File: src/rtl/gcd_sched_pkg.sv
// Shared types and encodings for the round-robin GCD scheduler and its datapath.
package gcd_sched_pkg;

   localparam int unsigned DEF_WIDTH   = 16;
   localparam int unsigned DEF_NUM_REQ = 4;
   localparam int unsigned SEL_W       = 2;

   // Operand-mux selects (SEL_A/SEL_B) and bus-mux selects (SEL_SUB/SEL_EXT)
   localparam logic [SEL_W-1:0] SEL_A   = 2'd0;
   localparam logic [SEL_W-1:0] SEL_B   = 2'd1;
   localparam logic [SEL_W-1:0] SEL_SUB = 2'd2;
   localparam logic [SEL_W-1:0] SEL_EXT = 2'd3;

   typedef enum logic [2:0] {
      IDLE   = 3'd0,
      LOAD_A = 3'd1,
      LOAD_B = 3'd2,
      ITER   = 3'd3,
      RESP   = 3'd4
   } gcd_state_t;

endpackage

File: src/rtl/gcd_dp_core.sv
// Shared subtractive GCD datapath: A/B registers, operand and bus muxes, subtractor, comparator.
// Register contents are undefined until loaded by the controller.
module gcd_dp_core
   import gcd_sched_pkg::*;
#(
   parameter int unsigned WIDTH = DEF_WIDTH
) (
   input  logic             clk,
   input  logic             ld_a,
   input  logic             ld_b,
   input  logic [SEL_W-1:0] sel1,
   input  logic [SEL_W-1:0] sel2,
   input  logic [SEL_W-1:0] sel_in,
   input  logic [WIDTH-1:0] ext,
   output logic [WIDTH-1:0] a,
   output logic [WIDTH-1:0] b,
   output logic             lt,
   output logic             gt,
   output logic             eq,
   output logic             a_zero,
   output logic             b_zero
);

   logic [WIDTH-1:0] opnd1;
   logic [WIDTH-1:0] opnd2;
   logic [WIDTH-1:0] diff;
   logic [WIDTH-1:0] bus;

   always_comb begin
      opnd1 = (sel1 == SEL_B) ? b : a;
      opnd2 = (sel2 == SEL_B) ? b : a;
      diff  = opnd1 - opnd2;
      bus   = (sel_in == SEL_EXT) ? ext : diff;
   end

   always_ff @(posedge clk) begin
      if (ld_a) a <= bus;
      if (ld_b) b <= bus;
   end

   assign lt     = (a < b);
   assign gt     = (a > b);
   assign eq     = (a == b);
   assign a_zero = (a == '0);
   assign b_zero = (b == '0);

endmodule

File: src/rtl/gcd_rr_scheduler.sv
// Round-robin arbiter and Moore controller sequencing one shared GCD datapath
// across NUM_REQ requesters, one job in flight at a time.
module gcd_rr_scheduler
   import gcd_sched_pkg::*;
#(
   parameter int unsigned NUM_REQ = DEF_NUM_REQ,
   parameter int unsigned WIDTH   = DEF_WIDTH,
   localparam int unsigned ID_W   = (NUM_REQ > 1) ? $clog2(NUM_REQ) : 1
) (
   input  logic                     clk,
   input  logic                     rst_n,
   input  logic [NUM_REQ-1:0]       req_valid,
   input  logic [NUM_REQ*WIDTH-1:0] req_a,
   input  logic [NUM_REQ*WIDTH-1:0] req_b,
   output logic [NUM_REQ-1:0]       req_ready,
   output logic                     rsp_valid,
   input  logic                     rsp_ready,
   output logic [WIDTH-1:0]         rsp_gcd,
   output logic [ID_W-1:0]          rsp_id,
   output logic [WIDTH-1:0]         rsp_iters,
   output logic                     busy
);

   gcd_state_t state, state_nxt;

   logic [ID_W-1:0]  rr_ptr;
   logic [ID_W-1:0]  grant_idx;
   logic             grant_found;
   logic [WIDTH-1:0] hold_a, hold_b, iters;
   logic [ID_W-1:0]  id_q;
   logic [WIDTH-1:0] op_a [NUM_REQ];
   logic [WIDTH-1:0] op_b [NUM_REQ];

   logic             ld_a, ld_b;
   logic [SEL_W-1:0] sel1, sel2, sel_in;
   logic [WIDTH-1:0] dp_ext, dp_a, dp_b;
   logic             lt, gt, eq, a_zero, b_zero;
   logic             iter_done;

   for (genvar i = 0; i < NUM_REQ; i++) begin : g_unpack
      assign op_a[i] = req_a[i*WIDTH +: WIDTH];
      assign op_b[i] = req_b[i*WIDTH +: WIDTH];
   end

   assign iter_done = a_zero | b_zero | eq;

   // First valid requester at or after rr_ptr, wrapping upward
   always_comb begin
      int unsigned cand;
      grant_found = 1'b0;
      grant_idx   = '0;
      cand        = 0;
      for (int unsigned i = 0; i < NUM_REQ; i++) begin
         cand = 32'(rr_ptr) + i;
         if (cand >= NUM_REQ) cand = cand - NUM_REQ;
         if (!grant_found && req_valid[ID_W'(cand)]) begin
            grant_found = 1'b1;
            grant_idx   = ID_W'(cand);
         end
      end
   end

   always_ff @(posedge clk) begin
      if (!rst_n) state <= IDLE;
      else        state <= state_nxt;
   end

   always_comb begin
      state_nxt = state;
      unique case (state)
         IDLE:    if (grant_found) state_nxt = LOAD_A;
         LOAD_A:  state_nxt = LOAD_B;
         LOAD_B:  state_nxt = ITER;
         ITER:    if (iter_done) state_nxt = RESP;
         RESP:    if (rsp_ready) state_nxt = IDLE;
         default: state_nxt = IDLE;
      endcase
   end

   // Moore decode of handshake flags and datapath controls
   always_comb begin
      req_ready = '0;
      busy      = (state != IDLE);
      rsp_valid = (state == RESP);
      ld_a      = 1'b0;
      ld_b      = 1'b0;
      sel1      = SEL_A;
      sel2      = SEL_B;
      sel_in    = SEL_EXT;
      dp_ext    = hold_a;
      unique case (state)
         IDLE:   if (grant_found) req_ready[grant_idx] = 1'b1;
         LOAD_A: ld_a = 1'b1;
         LOAD_B: begin
            dp_ext = hold_b;
            ld_b   = 1'b1;
         end
         ITER: begin
            if (!iter_done && lt) begin
               sel1   = SEL_B;
               sel2   = SEL_A;
               sel_in = SEL_SUB;
               ld_b   = 1'b1;
            end else if (!iter_done && gt) begin
               sel_in = SEL_SUB;
               ld_a   = 1'b1;
            end
         end
         default: ;
      endcase
   end

   // Arbitration pointer, operand hold, iteration count and response registers
   always_ff @(posedge clk) begin
      if (!rst_n) begin
         rr_ptr    <= '0;
         hold_a    <= '0;
         hold_b    <= '0;
         id_q      <= '0;
         iters     <= '0;
         rsp_gcd   <= '0;
         rsp_id    <= '0;
         rsp_iters <= '0;
      end else begin
         if (state == IDLE && grant_found) begin
            hold_a <= op_a[grant_idx];
            hold_b <= op_b[grant_idx];
            id_q   <= grant_idx;
            rr_ptr <= (grant_idx == ID_W'(NUM_REQ - 1)) ? '0 : grant_idx + ID_W'(1);
         end
         if (state == LOAD_B) iters <= '0;
         else if (state == ITER && !iter_done) iters <= iters + WIDTH'(1);
         if (state == ITER && iter_done) begin
            rsp_gcd   <= (a_zero || b_zero) ? (dp_a | dp_b) : dp_a;
            rsp_id    <= id_q;
            rsp_iters <= iters;
         end
      end
   end

   gcd_dp_core #(.WIDTH(WIDTH)) u_dp (
      .clk    (clk),
      .ld_a   (ld_a),
      .ld_b   (ld_b),
      .sel1   (sel1),
      .sel2   (sel2),
      .sel_in (sel_in),
      .ext    (dp_ext),
      .a      (dp_a),
      .b      (dp_b),
      .lt     (lt),
      .gt     (gt),
      .eq     (eq),
      .a_zero (a_zero),
      .b_zero (b_zero)
   );

endmodule

File: config.mk
export PLATFORM = sky130hd
export DESIGN_NAME = gcd_rr_scheduler
export DESIGN_NICKNAME = d
export VERILOG_FILES = /design/src/rtl/gcd_sched_pkg.sv /design/src/rtl/gcd_dp_core.sv /design/src/rtl/gcd_rr_scheduler.sv
export SDC_FILE = /design/constraint.sdc
export NUM_CORES = 1
export LEC_CHECK = 0
export BUFFER_PORTS_ARGS = -buffer_cell sky130_fd_sc_hd__buf_2
export CELL_PAD_IN_SITES_DETAIL_PLACEMENT = 1
export CELL_PAD_IN_SITES_GLOBAL_PLACEMENT = 2
export CORE_UTILIZATION = 31
export DETAILED_ROUTE_END_ITERATION = 7
export PLACE_DENSITY = 0.8
export SLEW_MARGIN = 10
export SYNTH_ARGS = -nofsm -noshare
export SYNTH_HDL_FRONTEND = slang
export SYNTH_SLANG_ARGS = --single-unit
export TNS_END_PERCENT = 10
File: constraint.sdc
create_clock -name clk -period 4.5 [get_ports clk]
set_input_delay 0 -clock clk [delete_from_list [all_inputs] [get_ports clk]]
set_output_delay 0 -clock clk [all_outputs]
set_load 0.01 [all_outputs]
-- Word-level counts from Yosys, hierarchy flattened
Index checks and enable logic that the tools add are counted.
W data, S select, Z words.
- register bits after elaboration: 121
- latch bits: 0
- bits in writable memories: 0
- ROM bits: 0
- output and inout port bits: 40
- memories kept: 0
- $add $sub $neg: 10
- multiply operators: 0
- div/mod/pow operators: 0
- order comparisons: 13
- eq/ne operators: 12
- shift-type cells: 0
- mux-type cells: 52
- bitwise operators: 5
- reductions and logical operators: 20
- operators with widths (operator ; count):
    $mux W16 ; 9
    $bmux W16 S2 ; 2
    $logic_not A16 Y1 ; 2
    $mux W1 ; 19
    $mux W2 ; 9
    $add A16 B1 Y16 const B ; 1
    $eq A16 B16 Y1 ; 1
    $gt A16 B16 Y1 ; 1
    $lt A16 B16 Y1 ; 1
    $or A16 B16 Y16 ; 1
    $sub A16 B16 Y16 ; 1
    $lt A2 B3 Y1 const B ; 5
    $pmux W3 S5 ; 1
    $ge A3 B3 Y1 const B ; 4
    $logic_and A1 B1 Y1 ; 9
    $mux W3 ; 3
    $bmux W1 S2 ; 4
    $mux W4 ; 2
    $sub A2 B1 Y2 const B ; 4
    $add A2 B2 Y3 const B ; 2
    $eq A3 B2 Y1 const B ; 2
    $eq A2 B2 Y1 const B ; 2
    $logic_not A1 Y1 ; 4
    $ne A2 B2 Y1 const B ; 2
    other kinds (18) ; 21

-- Depth between registers and ports, before layout
- depth after elaboration: 20
- gate-level depth with buffers: 20

-- By module
From an unflattened synthesis, not the netlist that was laid out.
- cell total of the unflattened synthesis: 805
- area, all modules: 7241.9 µm²
- modules (own cells, without submodules) (module ; times used ; cells each ; area each (µm²)):
    gcd_rr_scheduler ; 1 ; 500 ; 4590.7
    gcd_dp_core ; 1 ; 305 ; 2651.3

-- Worst setup path after synthesis
Ideal clock, no wire load.
- path type: register to register
- from: reg u_dp.a[12]
- to: reg u_dp.a[12], data pin
- arrival time: 3721 ps
- setup slack: 502 ps
- stages on the path, launching flop included: 20
- buffers on the path: 1
- clock period less this slack: 3998 ps
- path through: edfxtp_1 -> inv_1 -> ha_1 -> nor4_2 -> nand2_2 -> a2111oi_4 -> nor4_4 -> nand2_4 -> clkbuf_1 -> mux2i_1 -> ha_1 -> inv_1 -> o2111a_1 -> mux2i_1 -> a32o_2 -> a22oi_2 -> and4b_1 -> nor2_1 -> xor2_1 -> a21oi_1
- longest elaborated chain between the ends: 11
- elaborated cells on any way between the ends: 23
- classes of those cells: add/sub: 1; order compare: 2; eq/ne: 4; mux: 10; bitwise: 2; reduce/logical: 4
- ends and longest elaborated chain (what ; RTL line ; RTL):
    from (decl) ; gcd_dp_core.sv:15 ; output logic [WIDTH-1:0] a,
    from (signal assigned) ; gcd_dp_core.sv:37 ; if (ld_a) a <= bus;
    parallel branches: the longest is 10 deep, another holds $lt A16 B16 Y1 ; - ;
    $mux W16 * ; gcd_dp_core.sv:33 ; bus = (sel_in == SEL_EXT) ? ext : diff;
    via u_dp.bus[12] ; gcd_dp_core.sv:27 ; logic [WIDTH-1:0] bus;
Mark *: on every way through the listed nets, which the timed path passes.
A chain may end at the register's enable or synchronous reset.

-- Worst setup path in the final report
- from: reg u_dp.a[12]
- to: reg u_dp.a[10], data pin
Same word-level chain as after synthesis.

==> metrics.log <==
INFO  metric status = finished, final reports clean
INFO  metric min_path_type = in -> reg
INFO  metric hold_path_startpoint = req_a[35]
INFO  metric final.min_clock_period = 4.07 ns
INFO  metric number_of_antenna_repair_diodes = 0
INFO  metric netlist_instances = 979
INFO  metric fp.dieArea = 0.0251 mm²
INFO  metric overall_global_routing_usage = 21.4%
INFO  metric simple_gate_share_of_the_synthesized_area = 28.4%
INFO  metric totalNegativeSetupSlack = 0 ns
INFO  metric synth.mux.area_fraction = 0.992%
INFO  metric cts_max_level = 4
INFO  metric min_delay_path_depth = 5
INFO  metric required_time_of_the_critical_path = 4.64 ns
INFO  metric hold_viol_final = 0
INFO  metric crit_path_end_kind = flop
INFO  metric post-dp-hpwl = 19300 µm
INFO  metric dieWidth = 158 µm
INFO  metric layout.nets = 1305
INFO  metric cpPeakStageDelay = 0.48 ns
INFO  metric detail_route.drc_violations = 0
INFO  metric p_per_area = 417 mW/mm²
INFO  metric relative_slew_slack = 48.7%
INFO  metric worst-r2r-cell-count = 18
INFO  metric startpoint_type = flop
INFO  metric timing_max_transition_violations_final = 0
INFO  metric flow.area_growth_from_synthesis = 23.5%
INFO  metric number_of_antenna_violations_at_the_first_check_in_global_routing = 0
INFO  metric ys_seq_area_share = 36.2%
INFO  metric dominant_combinational_cell_family_by_area_after_synthesis = simple AND/OR/NAND/NOR gates
INFO  metric dr.first_iter.drc_count = 453
INFO  metric die_h = 158 µm
INFO  metric floorplan.initialDensity = 32.0%
INFO  metric critical_path.reg2reg.startpoint = u_dp.a[12]$_DFFE_PP_
INFO  metric finalClockSkew = 0.0101 ns
INFO  metric slowest_stage = nor4_2
INFO  metric synthesis.yosys.warnings = 0
INFO  metric std_cell_rows = 56
INFO  metric pin_count_of_the_biggest_net_entering_global_routing = 75
INFO  metric total_clock_buffers_created_by_cts = 17
INFO  metric routed_wire_length_per_instance = 17.5 µm
INFO  metric timing.hold.worst_endpoint = hold_a[3]$_SDFFE_PN0P_
INFO  metric critical_path_class = reg -> reg
INFO  metric critical_path.max_fanout = 6
INFO  metric ir_worst_vdd = 0.259 mV
INFO  metric routability_congestion_estimate_from_global_placement = 0.920
INFO  metric place.port_buffers = 174
INFO  metric rrSetupSlack = 0.43 ns
INFO  metric postSynthAreaPerCell = 7.73 µm²
INFO  metric fmax = 246 MHz
INFO  metric grt_pass1_vias = 7658
INFO  metric synth_adder_area_share = 6.28%
INFO  metric design.portCount = 175
INFO  metric clkTransAtPathRegs = 0.06 ns
INFO  metric worst_skew_pair.late_latency = 0.42 ns
INFO  metric tightest_slew = 0.769 ns
INFO  metric root_buffer = clkbuf_16
INFO  metric finalCritPeriodShare = 90.4%
INFO  metric antenna_left = 0
INFO  metric gr-total-overflow = 0
INFO  metric standard_cell_core_area = 0.0237 mm²
INFO  metric final-setup-viol-count = 0
INFO  metric async_flop_share = 0%
INFO  metric detail_route.first_pass.iterations = 4
INFO  metric cp_top_family = compound AO/OA/AOI/OAI gates
INFO  metric fraction_of_final_layout_cells_sized_beyond_drive_strength_1 = 21.7%
INFO  metric timing.final.ws_setup = 0.430 ns
INFO  metric worstPathArrival = 4.21 ns
INFO  metric synth_nets = 1152
INFO  metric synth-edff-count = 32
INFO  metric synth_compound_gate_area_share = 19.5%
INFO  metric postRouteWirelength = 25600 µm
INFO  metric ys_types = 69
INFO  metric pre_cts_slack = 0.480 ns
INFO  metric fin_worst_hold_slack = 0.0187 ns
INFO  metric drt-vias-per-instance = 5.10
INFO  metric max-cap-violations = 0
INFO  metric synth-seq-cells = 121
INFO  metric total_leakage_power = 4.09 nW
INFO  metric ctsLongestPathBuffers = 2
INFO  metric cts_tree = yes
INFO  metric cp_cell_sequence = inv_1, ha_1, nor4_2, nand2_2, a2111oi_4, nor4_4, nand2_4, mux2i_1, ha_1, inv_1, o2111a_1, mux2i_1, a32o_2, a22oi_2, nand2_2, a21oi_1, xnor2_1, a21oi_1
INFO  metric routed-via-count = 7465
INFO  metric rr_endpoint = u_dp.a[10]$_DFFE_PP_
INFO  metric grt_setup_unrepaired = false
INFO  metric path_buf_inv = 2
INFO  metric synth-main-ff-cell = dfxtp_1
INFO  metric synth_area_in_xor_xnor = 3.01%
INFO  metric wire_length_of_the_first_global_routing_pass = 41100 µm
INFO  metric netlist_area = 0.00757 mm²
INFO  metric cts_repair_resize_count = 0
INFO  metric clock_sinks = 121
## layout make-up
| class | instances | area (µm²) |
|---|---|---|
| clock buffers | 22 | 497 |
| clock inverters | 9 | 88.8 |
| fillers | 2998 | 14300 |
| inverters | 47 | 176 |
| multi-input cells | 751 | 4420 |
| flip-flops and latches | 121 | 2740 |
| well taps | 319 | 399 |
| repair buffers | 194 | 1030 |
## what timing repair did
action,in CTS,in global routing
hold buffers,2,0
endpoints found under the setup margin,0,0
setup buffers,0,0
hold endpoints to repair,2,0
## placed cells by master, fill, tap and decap left out, types with 11 or more instances in the layout
cell / instances
nand2_1: 262
buf_2: 174
dfxtp_1: 89
nor2_1: 65
a21oi_1: 52
and3_1: 45
inv_1: 45
nor2b_1: 38
ha_1: 38
a311oi_1: 32
edfxtp_1: 32
a21boi_0: 30
o21ai_0: 20
clkbuf_16: 19
buf_4: 18
xnor2_1: 15
a31oi_1: 14
nor3_1: 12
xor2_1: 11
## cell usage after synthesis, drive strengths merged, types with 4 or more instances
library cell / instances / area share [%]
nor2: 66 / 3.3
dfxtp: 89 / 24
buf: 8 / 0.61
inv: 47 / 2.3
nor2b: 38 / 3.1
and3: 45 / 3.7
nand4: 4 / 0.33
clkbuf: 52 / 2.6
nand2: 266 / 13
a21oi: 55 / 3.8
ha: 38 / 6.3
o211a: 6 / 0.79
nor3: 14 / 1.1
o21ai: 25 / 1.7
a21boi: 30 / 3.0
xor2: 11 / 1.3
nand3: 10 / 0.66
mux2i: 6 / 0.79
xnor2: 15 / 1.7
a31oi: 14 / 1.2
nor4: 11 / 1.3
and2: 5 / 0.41
o211ai: 10 / 0.99
a311oi: 32 / 3.7
edfxtp: 32 / 13
o22ai: 5 / 0.41
## metrics by stage
step,cell area [µm²],power (mW),util [%],cells
floorplan,7570,2.18,-,979
global placement,8750,2.55,36.9,1430
detailed placement,8750,2.58,36.9,1430
CTS,9350,3.94,39.5,1463
global route,9350,4.13,39.5,1463
finish,9350,3.90,39.5,1463
## cell families after synthesis
group,Yosys count
muxes,7
adders and majority gates,38
xor gates and xnor gates,26
AOI/OAI and AO/OA,208
and+or+nand+nor,472
buffers and inverters,107
DFF,121
## worst max path at each step
stage | slack (ns) | depth (start not counted) | startpoint | to
floorplan | 0.50 | 19 | u_dp.a[12]$_DFFE_PP_ | u_dp.a[12]$_DFFE_PP_
global placement | 0.56 | 18 | u_dp.a[12]$_DFFE_PP_ | u_dp.b[12]$_DFFE_PP_
detailed placement | 0.48 | 18 | u_dp.a[12]$_DFFE_PP_ | u_dp.b[10]$_DFFE_PP_
CTS | 0.44 | 18 | u_dp.a[11]$_DFFE_PP_ | u_dp.a[10]$_DFFE_PP_
global route | 0.25 | 18 | u_dp.a[11]$_DFFE_PP_ | u_dp.a[10]$_DFFE_PP_
finish | 0.43 | 18 | u_dp.a[12]$_DFFE_PP_ | u_dp.a[10]$_DFFE_PP_
## where the power goes
part           leakage [nW]  total, mW  internal (mW)  switching, mW
clock                 0.287       1.34          0.839          0.504
sequential             1.03       1.34           1.25         0.0952
combinational          2.77       1.22          0.455          0.766
## sequential cells by signal (all words and copies together) (netlist names)
name / cells
state: 3
iters: 16
rr_ptr: 2
rsp_id: 2
hold_a: 16
rsp_gcd: 16
u_dp.a: 16
id_q: 2
u_dp.b: 16
rsp_iters: 16
hold_b: 16
## worst register-to-register path, stage by stage (launching register included)
cell	delay, ns
edfxtp_1	0.43
inv_1	0.07
ha_1	0.41
nor4_2	0.48
nand2_2	0.15
a2111oi_4	0.31
nor4_4	0.10
nand2_4	0.11
mux2i_1	0.07
ha_1	0.21
inv_1	0.06
o2111a_1	0.17
mux2i_1	0.07
a32o_2	0.32
a22oi_2	0.27
nand2_2	0.10
a21oi_1	0.22
xnor2_1	0.14
a21oi_1	0.10
## per-layer routing
| layer | track usage, % | share of wire (%) | up-vias |
|---|---|---|---|
| met3 | 4.84 | 6.9 | 24 |
| met1 | 28.1 | 45 | 3538 |
| met2 | 34.7 | 46 | 217 |
| met4 | 6.27 | 1.6 | 0 |
| met5 | 0 | 0 | - |
| li1 | - | - | 3686 |
Power figures use the tool's default switching activity.
